### src/rtl/bcd_updown_counter_disp.sv
// bcd_updown_counter_disp
//   N-digit BCD up/down counter driven by two raw active-low pushbuttons.
//   Each key runs through a 2-FF synchroniser, a debouncer and a press-edge
//   detector. The count drives per-digit active-low 7-segment decoders
//   ({g,f,e,d,c,b,a}) and a one-cycle wrap pulse.
//   Optional feature macro: HOLD_REPEAT_EN (auto-repeat while a key is held).
//   When the macro is undefined, each press makes one step, no hold timers
//   are built and the REPEAT_* parameters have no effect.
module bcd_updown_counter_disp #(
  parameter int NUM_DIGITS      = 2,
  parameter int DEBOUNCE_CYCLES = 50000,
  parameter int REPEAT_DELAY    = 25000000,
  parameter int REPEAT_PERIOD   = 5000000
) (
  input  logic                    clk,
  input  logic                    rst,
  input  logic                    key_up,
  input  logic                    key_dn,
  output logic [4*NUM_DIGITS-1:0] bcd,
  output logic [7*NUM_DIGITS-1:0] hex,
  output logic                    wrap
);

  localparam int              DB_W    = $clog2(DEBOUNCE_CYCLES);
  localparam logic [DB_W-1:0] DB_LAST = DB_W'(DEBOUNCE_CYCLES - 1);

  // Key index 0 = up, 1 = down; all key state is active-low (1 = released).
  logic [1:0]      key_raw;
  logic [1:0]      sync1_q, sync2_q;
  logic [1:0]      deb_q, deb_prev_q;
  logic [DB_W-1:0] db_cnt_q [2];
  logic [1:0]      press;
  logic [1:0]      step;

  logic [4*NUM_DIGITS-1:0] bcd_q, bcd_d;
  logic                    wrap_q, wrap_d;
  logic                    up_en, dn_en, chain;

  assign key_raw = {key_dn, key_up};

  // Two-flop synchroniser for the asynchronous key inputs.
  // NOTE: sequential state uses non-blocking (<=) so every flop samples pre-edge values.
  always_ff @(posedge clk or negedge rst) begin
    if (!rst) begin
      sync1_q <= 2'b11;
      sync2_q <= 2'b11;
    end else begin
      sync1_q <= key_raw;
      sync2_q <= sync1_q;
    end
  end

  // Debouncer: accept a new level only after it has differed for DEBOUNCE_CYCLES samples.
  always_ff @(posedge clk or negedge rst) begin
    if (!rst) begin
      deb_q       <= 2'b11;
      deb_prev_q  <= 2'b11;
      db_cnt_q[0] <= '0;
      db_cnt_q[1] <= '0;
    end else begin
      deb_prev_q <= deb_q;
      for (int k = 0; k < 2; k++) begin
        if (sync2_q[k] == deb_q[k]) begin
          db_cnt_q[k] <= '0;
        end else if (db_cnt_q[k] == DB_LAST) begin
          deb_q[k]    <= sync2_q[k];
          db_cnt_q[k] <= '0;
        end else begin
          db_cnt_q[k] <= db_cnt_q[k] + 1'b1;
        end
      end
    end
  end

  // A press is the debounced 1->0 transition; release produces nothing.
  assign press = deb_prev_q & ~deb_q;

`ifdef HOLD_REPEAT_EN
  localparam int RPT_MAX = (REPEAT_DELAY > REPEAT_PERIOD) ? REPEAT_DELAY : REPEAT_PERIOD;
  localparam int RPT_W   = $clog2(RPT_MAX + 1);

  logic [RPT_W-1:0] rpt_cnt_q [2];
  logic [1:0]       rpt_on_q;
  logic [1:0]       rpt_fire;

  // Repeat fires REPEAT_DELAY cycles after the press, then every REPEAT_PERIOD.
  // NOTE: combinational outputs get a default first so no path infers a latch.
  always_comb begin
    rpt_fire = '0;
    for (int k = 0; k < 2; k++) begin
      if (!deb_q[k]) begin
        rpt_fire[k] = rpt_on_q[k] ? (rpt_cnt_q[k] == RPT_W'(REPEAT_PERIOD))
                                  : (rpt_cnt_q[k] == RPT_W'(REPEAT_DELAY));
      end
    end
  end

  // Hold timers count while the debounced key stays pressed; release clears them.
  always_ff @(posedge clk or negedge rst) begin
    if (!rst) begin
      rpt_cnt_q[0] <= '0;
      rpt_cnt_q[1] <= '0;
      rpt_on_q     <= '0;
    end else begin
      for (int k = 0; k < 2; k++) begin
        if (deb_q[k]) begin
          rpt_cnt_q[k] <= '0;
          rpt_on_q[k]  <= 1'b0;
        end else if (rpt_fire[k]) begin
          rpt_cnt_q[k] <= RPT_W'(1);
          rpt_on_q[k]  <= 1'b1;
        end else begin
          rpt_cnt_q[k] <= rpt_cnt_q[k] + 1'b1;
        end
      end
    end
  end

  assign step = press | rpt_fire;
`else
  logic unused_repeat_cfg;
  assign unused_repeat_cfg = ^{REPEAT_DELAY, REPEAT_PERIOD};
  assign step = press;
`endif

  // Simultaneous up and down steps cancel each other.
  assign up_en = step[0] & ~step[1];
  assign dn_en = step[1] & ~step[0];

  // Next count: ripple carry (up) or borrow (down) through the BCD digits.
  always_comb begin
    bcd_d  = bcd_q;
    wrap_d = 1'b0;
    chain  = 1'b1;
    if (up_en) begin
      for (int i = 0; i < NUM_DIGITS; i++) begin
        if (chain) begin
          if (bcd_q[4*i +: 4] >= 4'd9) begin
            bcd_d[4*i +: 4] = 4'd0;
          end else begin
            bcd_d[4*i +: 4] = bcd_q[4*i +: 4] + 4'd1;
            chain           = 1'b0;
          end
        end
      end
      wrap_d = chain;
    end else if (dn_en) begin
      for (int i = 0; i < NUM_DIGITS; i++) begin
        if (chain) begin
          if (bcd_q[4*i +: 4] == 4'd0) begin
            bcd_d[4*i +: 4] = 4'd9;
          end else begin
            bcd_d[4*i +: 4] = bcd_q[4*i +: 4] - 4'd1;
            chain           = 1'b0;
          end
        end
      end
      wrap_d = chain;
    end
  end

  // Count and wrap registers.
  always_ff @(posedge clk or negedge rst) begin
    if (!rst) begin
      bcd_q  <= '0;
      wrap_q <= 1'b0;
    end else begin
      bcd_q  <= bcd_d;
      wrap_q <= wrap_d;
    end
  end

  function automatic logic [6:0] seg7(input logic [3:0] d);
    case (d)
      4'd0:    seg7 = 7'b1000000;
      4'd1:    seg7 = 7'b1111001;
      4'd2:    seg7 = 7'b0100100;
      4'd3:    seg7 = 7'b0110000;
      4'd4:    seg7 = 7'b0011001;
      4'd5:    seg7 = 7'b0010010;
      4'd6:    seg7 = 7'b0000010;
      4'd7:    seg7 = 7'b1111000;
      4'd8:    seg7 = 7'b0000000;
      4'd9:    seg7 = 7'b0010000;
      default: seg7 = 7'b1111111;
    endcase
  endfunction

  // Per-digit segment decode of the registered count.
  always_comb begin
    hex = '1;
    for (int i = 0; i < NUM_DIGITS; i++) begin
      hex[7*i +: 7] = seg7(bcd_q[4*i +: 4]);
    end
  end

  assign bcd  = bcd_q;
  assign wrap = wrap_q;

endmodule

### config.mk
export PLATFORM = sky130hd
export DESIGN_NAME = bcd_updown_counter_disp
export DESIGN_NICKNAME = d
export VERILOG_FILES = /design/src/rtl/bcd_updown_counter_disp.sv
export SDC_FILE = /design/constraint.sdc
export NUM_CORES = 1
export LEC_CHECK = 0
export BUFFER_PORTS_ARGS = -buffer_cell sky130_fd_sc_hd__buf_2
export CAP_MARGIN = 10
export CORE_ASPECT_RATIO = 1.4
export CORE_MARGIN = 2
export CORE_UTILIZATION = 55
export CTS_CLUSTER_DIAMETER = 80
export DETAILED_ROUTE_END_ITERATION = 16
export PLACE_DENSITY_LB_ADDON = 0.25
export SYNTH_ARGS = -nofsm -noshare
export SYNTH_HDL_FRONTEND = slang
export SYNTH_SLANG_ARGS = --single-unit
### constraint.sdc
create_clock -name clk -period 3.18 [get_ports clk]
set_input_delay 0.636 -clock clk [delete_from_list [all_inputs] [get_ports clk]]
set_output_delay 0.636 -clock clk [all_outputs]
set_load 0.02 [all_outputs]
==> impl_summary.log <==
[metrics] RSZ-0062 raised after global routing: no
[metrics] Critical Path RT: 2540 ps
[metrics] critical setup path kind: register to primary output
[metrics] total wirelength of the detailed-routed design: 5360 um
[metrics] share of the core filled with cells in the final layout: 62.3%
[metrics] crit path time final: 2520 ps
[metrics] count of max-cap constraint violations: 0
[metrics] P_int: 953 uW
[metrics] hold slack final: 361 ps
[metrics] critical path capture point type: primary output
[metrics] total number of yosys warnings: 0
[metrics] DRC violations left: 0
[metrics] Layout Skew: 7.56 ps
[metrics] number of top-level pins: 27
[metrics] Async S/R FF share, synth: 100%
[metrics] count of flip-flops with a built-in enable after synthesis: 0
[metrics] transition time at the pin with the least slew margin: 1040 ps
[metrics] share of power burned in combinational logic: 2.5%
[metrics] overall routing resource usage: 19.7%
[metrics] Slew Viols, Final: 0
[metrics] post-cts gate resize count: 0
[metrics] first drt pass iteration count: 4
[metrics] fillers: 450
[metrics] clock edge transition at the registers on the reported setup and hold paths: 90 ps
[metrics] most common cell after layout, fill and taps aside: nor2_1
[metrics] diode insertion count for antenna repair: 0
[metrics] number of sinks driven by the clock tree: 49
[metrics] quantity of hold-fixing buffers added after cts: 0
[metrics] number of synthesized register bits: 49
[metrics] most frequently used flop master after synthesis: dfrtp_1
[metrics] violation count after the first detailed-route iteration: 88
[metrics] area delta synth->final: 10.3%
[metrics] Final Hold Vio Count: 0
[metrics] fraction of post-synthesis cell area in the top cell type by area: 35.5%
[metrics] worst slew margin relative to its limit: 30.8%
[metrics] floorplan die height: 89.8 um
[metrics] portion of total power attributed to sequential cells: 54.2%
[metrics] number of distinct library cells after synthesis: 50
[metrics] number of core rows: 31
[metrics] largest buffer count on any clock path: 2
[metrics] Skew-Pair Late Insertion Delay: 290 ps
[metrics] largest net degree at the start of global routing: 50
[metrics] Worst Path Arrival: 1880 ps
[metrics] total number of vias: 2,267
[metrics] switching part of the total power: 19.3%
[metrics] via count of the first global-routing pass: 2,146
[metrics] Max Clock Freq: 0.397 GHz
[metrics] gate count after technology mapping: 314
[metrics] synthesized netlist net count: 334
[metrics] Avg Synthesized Cell Area: 9.20 um2
[metrics] proportion of synthesized chip area in sequential cells: 42.8%
[metrics] run status: completed
[metrics] root buffer selected by CTS: clkbuf_8
[metrics] Design Power: 1.18 mW
[metrics] number of routed nets with antenna violations: 0
[metrics] proportion of power drawn by the clock network: 43.3%
[metrics] Die ar.: 5860 um2
[metrics] aggregate global routing overflow: 0
[metrics] routed wire length per instance: 13.3 um
[metrics] core area: 5120 um2
[metrics] Tightest Hold Check Type: register to register
[metrics] leading cell types by total area after synthesis: dfrtp_1, dfstp_2, ha_1
[metrics] netlist area before placement: 2890 um2
[metrics] post-layout net count: 357
[metrics] H-tree depth reported by CTS: 2
[metrics] PortBufs: 26
[metrics] commonest cells after routing, fill and taps aside: nor2_1, dfrtp_1, buf_2, nand2_1, xnor2_1
[metrics] Die X: 65.3 um
[metrics] placed wire-length estimate: 3840 um
[metrics] crit path launch type: register
[metrics] fraction of final layout cells with drive strength greater than 1: 16.0%
[metrics] antenna violations before repair: 0
[metrics] post-DR vias/cell: 5.61
[metrics] initial standard-cell utilization of the core: 56.5%
[metrics] final-report setup violation count: 0
[metrics] Post-Route Setup TNS: 0 ps
[metrics] Num CTS Buffers: 5
[metrics] wire length of the first global-routing pass: 9410 um
[metrics] share of the cycle needed by the critical path after routing: 79.1%
[metrics] Peak VDD IR: 0.000281 V
[metrics] Setup Buffers After CTS: 0
[metrics] most area-hungry cell type in the Yosys netlist: dfrtp_1
[metrics] power per cell area: 371 nW/um2
[metrics] Net Switching: 228 uW
[metrics] last weighted congestion value of the routability-driven placer: 0.802
[metrics] peak fanout along the critical path: 8
[metrics] LEAKAGE: 1.44 nW
[metrics] TritonCTS clock tree: built
registers in the layout (all words and copies together) (netlist names):
name,count
deb_q,2
db_cnt_q,32
sync2_q,2
wrap,1
sync1_q,2
bcd,8
deb_prev_q,2
final timing paths:
path                            startpoint           end  slack, ps  cells after the start
worst max register to register    deb_q[0]        bcd[7]        830                      7
worst max-delay path                bcd[1]        hex[3]        660                      6
worst min register to register  sync1_q[0]    sync2_q[0]        360                      0
worst min-delay path            sync1_q[0]    sync2_q[0]        360                      0
min in group asynchronous              rst  db_cnt_q[27]        520                      1
max in group asynchronous              rst   db_cnt_q[9]       2020                      1
per-layer routing:
layer | wire length (um) | up-vias | track usage [%] | part of all wire [%]
li1 | - | 1144 | - | -
met1 | 2360 | 1075 | 24.6 | 44
met2 | 2760 | 44 | 34.5 | 51
met3 | 180 | 4 | 2.25 | 3.4
met4 | 54 | 0 | 6.77 | 1.0
met5 | 0 | - | 0 | 0
layout make-up:
type / instances / area, um2 / area share [%]
Inverter: 17 / 63.8 / 2.00
Tap cell: 66 / 82.6 / 2.59
Multi-Input combinational cell: 238 / 1540 / 48.4
Timing Repair Buffer: 26 / 130 / 4.08
Sequential cell: 49 / 1240 / 38.8
Clock inverter: 3 / 65.1 / 2.04
Clock buffer: 5 / 68.8 / 2.16
worst max-delay path, cell delays in order (launching register included):
cell and delay [ps]:
dfrtp_1 500, inv_1 180, ha_1 220, or2_2 270, a21oi_1 180, a31oi_1 60
buf_2 180
cell usage after synthesis (5+ instances only):
library cell,instances
nor2_1,48
dfrtp_1,41
nand2_1,22
xnor2_1,20
a21oi_1,18
inv_1,17
ha_1,16
nand3_1,13
nand4_1,9
nor3_1,9
xor2_1,9
dfstp_2,8
o21ai_0,8
nor4_1,7
nand2b_1,6
and3_1,5
cell families after synthesis:
family | Yosys count | share of synthesized area, %
xor gates and xnor gates | 29 | 8.79
AOI/OAI and AO/OA | 49 | 11.2
buffers and inverters | 27 | 3.90
muxes | 4 | 1.52
DFF | 49 | 42.8
and+or+nand+nor | 140 | 24.9
adders and majority gates | 16 | 6.93
stage by stage:
step                area (um2)  std cells  setup WS [ps]
CTS                       3190        404            668
floorplan                 2890        314           1060
global placement          3050        396            904
finish                    3190        404            664
detailed placement        3050        396            842
global route              3190        404            523
power by group through the flow:
stage | sequential [mW] | clock (mW) | combinational, mW
2_1_floorplan | 0.652 | 0 | 0.0141
3_3_place_gp | 0.653 | 0 | 0.0302
3_5_place_dp | 0.653 | 0 | 0.0310
4_1_cts | 0.641 | 0.526 | 0.0312
5_1_grt | 0.643 | 0.556 | 0.0362
6_report | 0.641 | 0.511 | 0.0296
No activity file was read; power rests on OpenSTA's default activity.
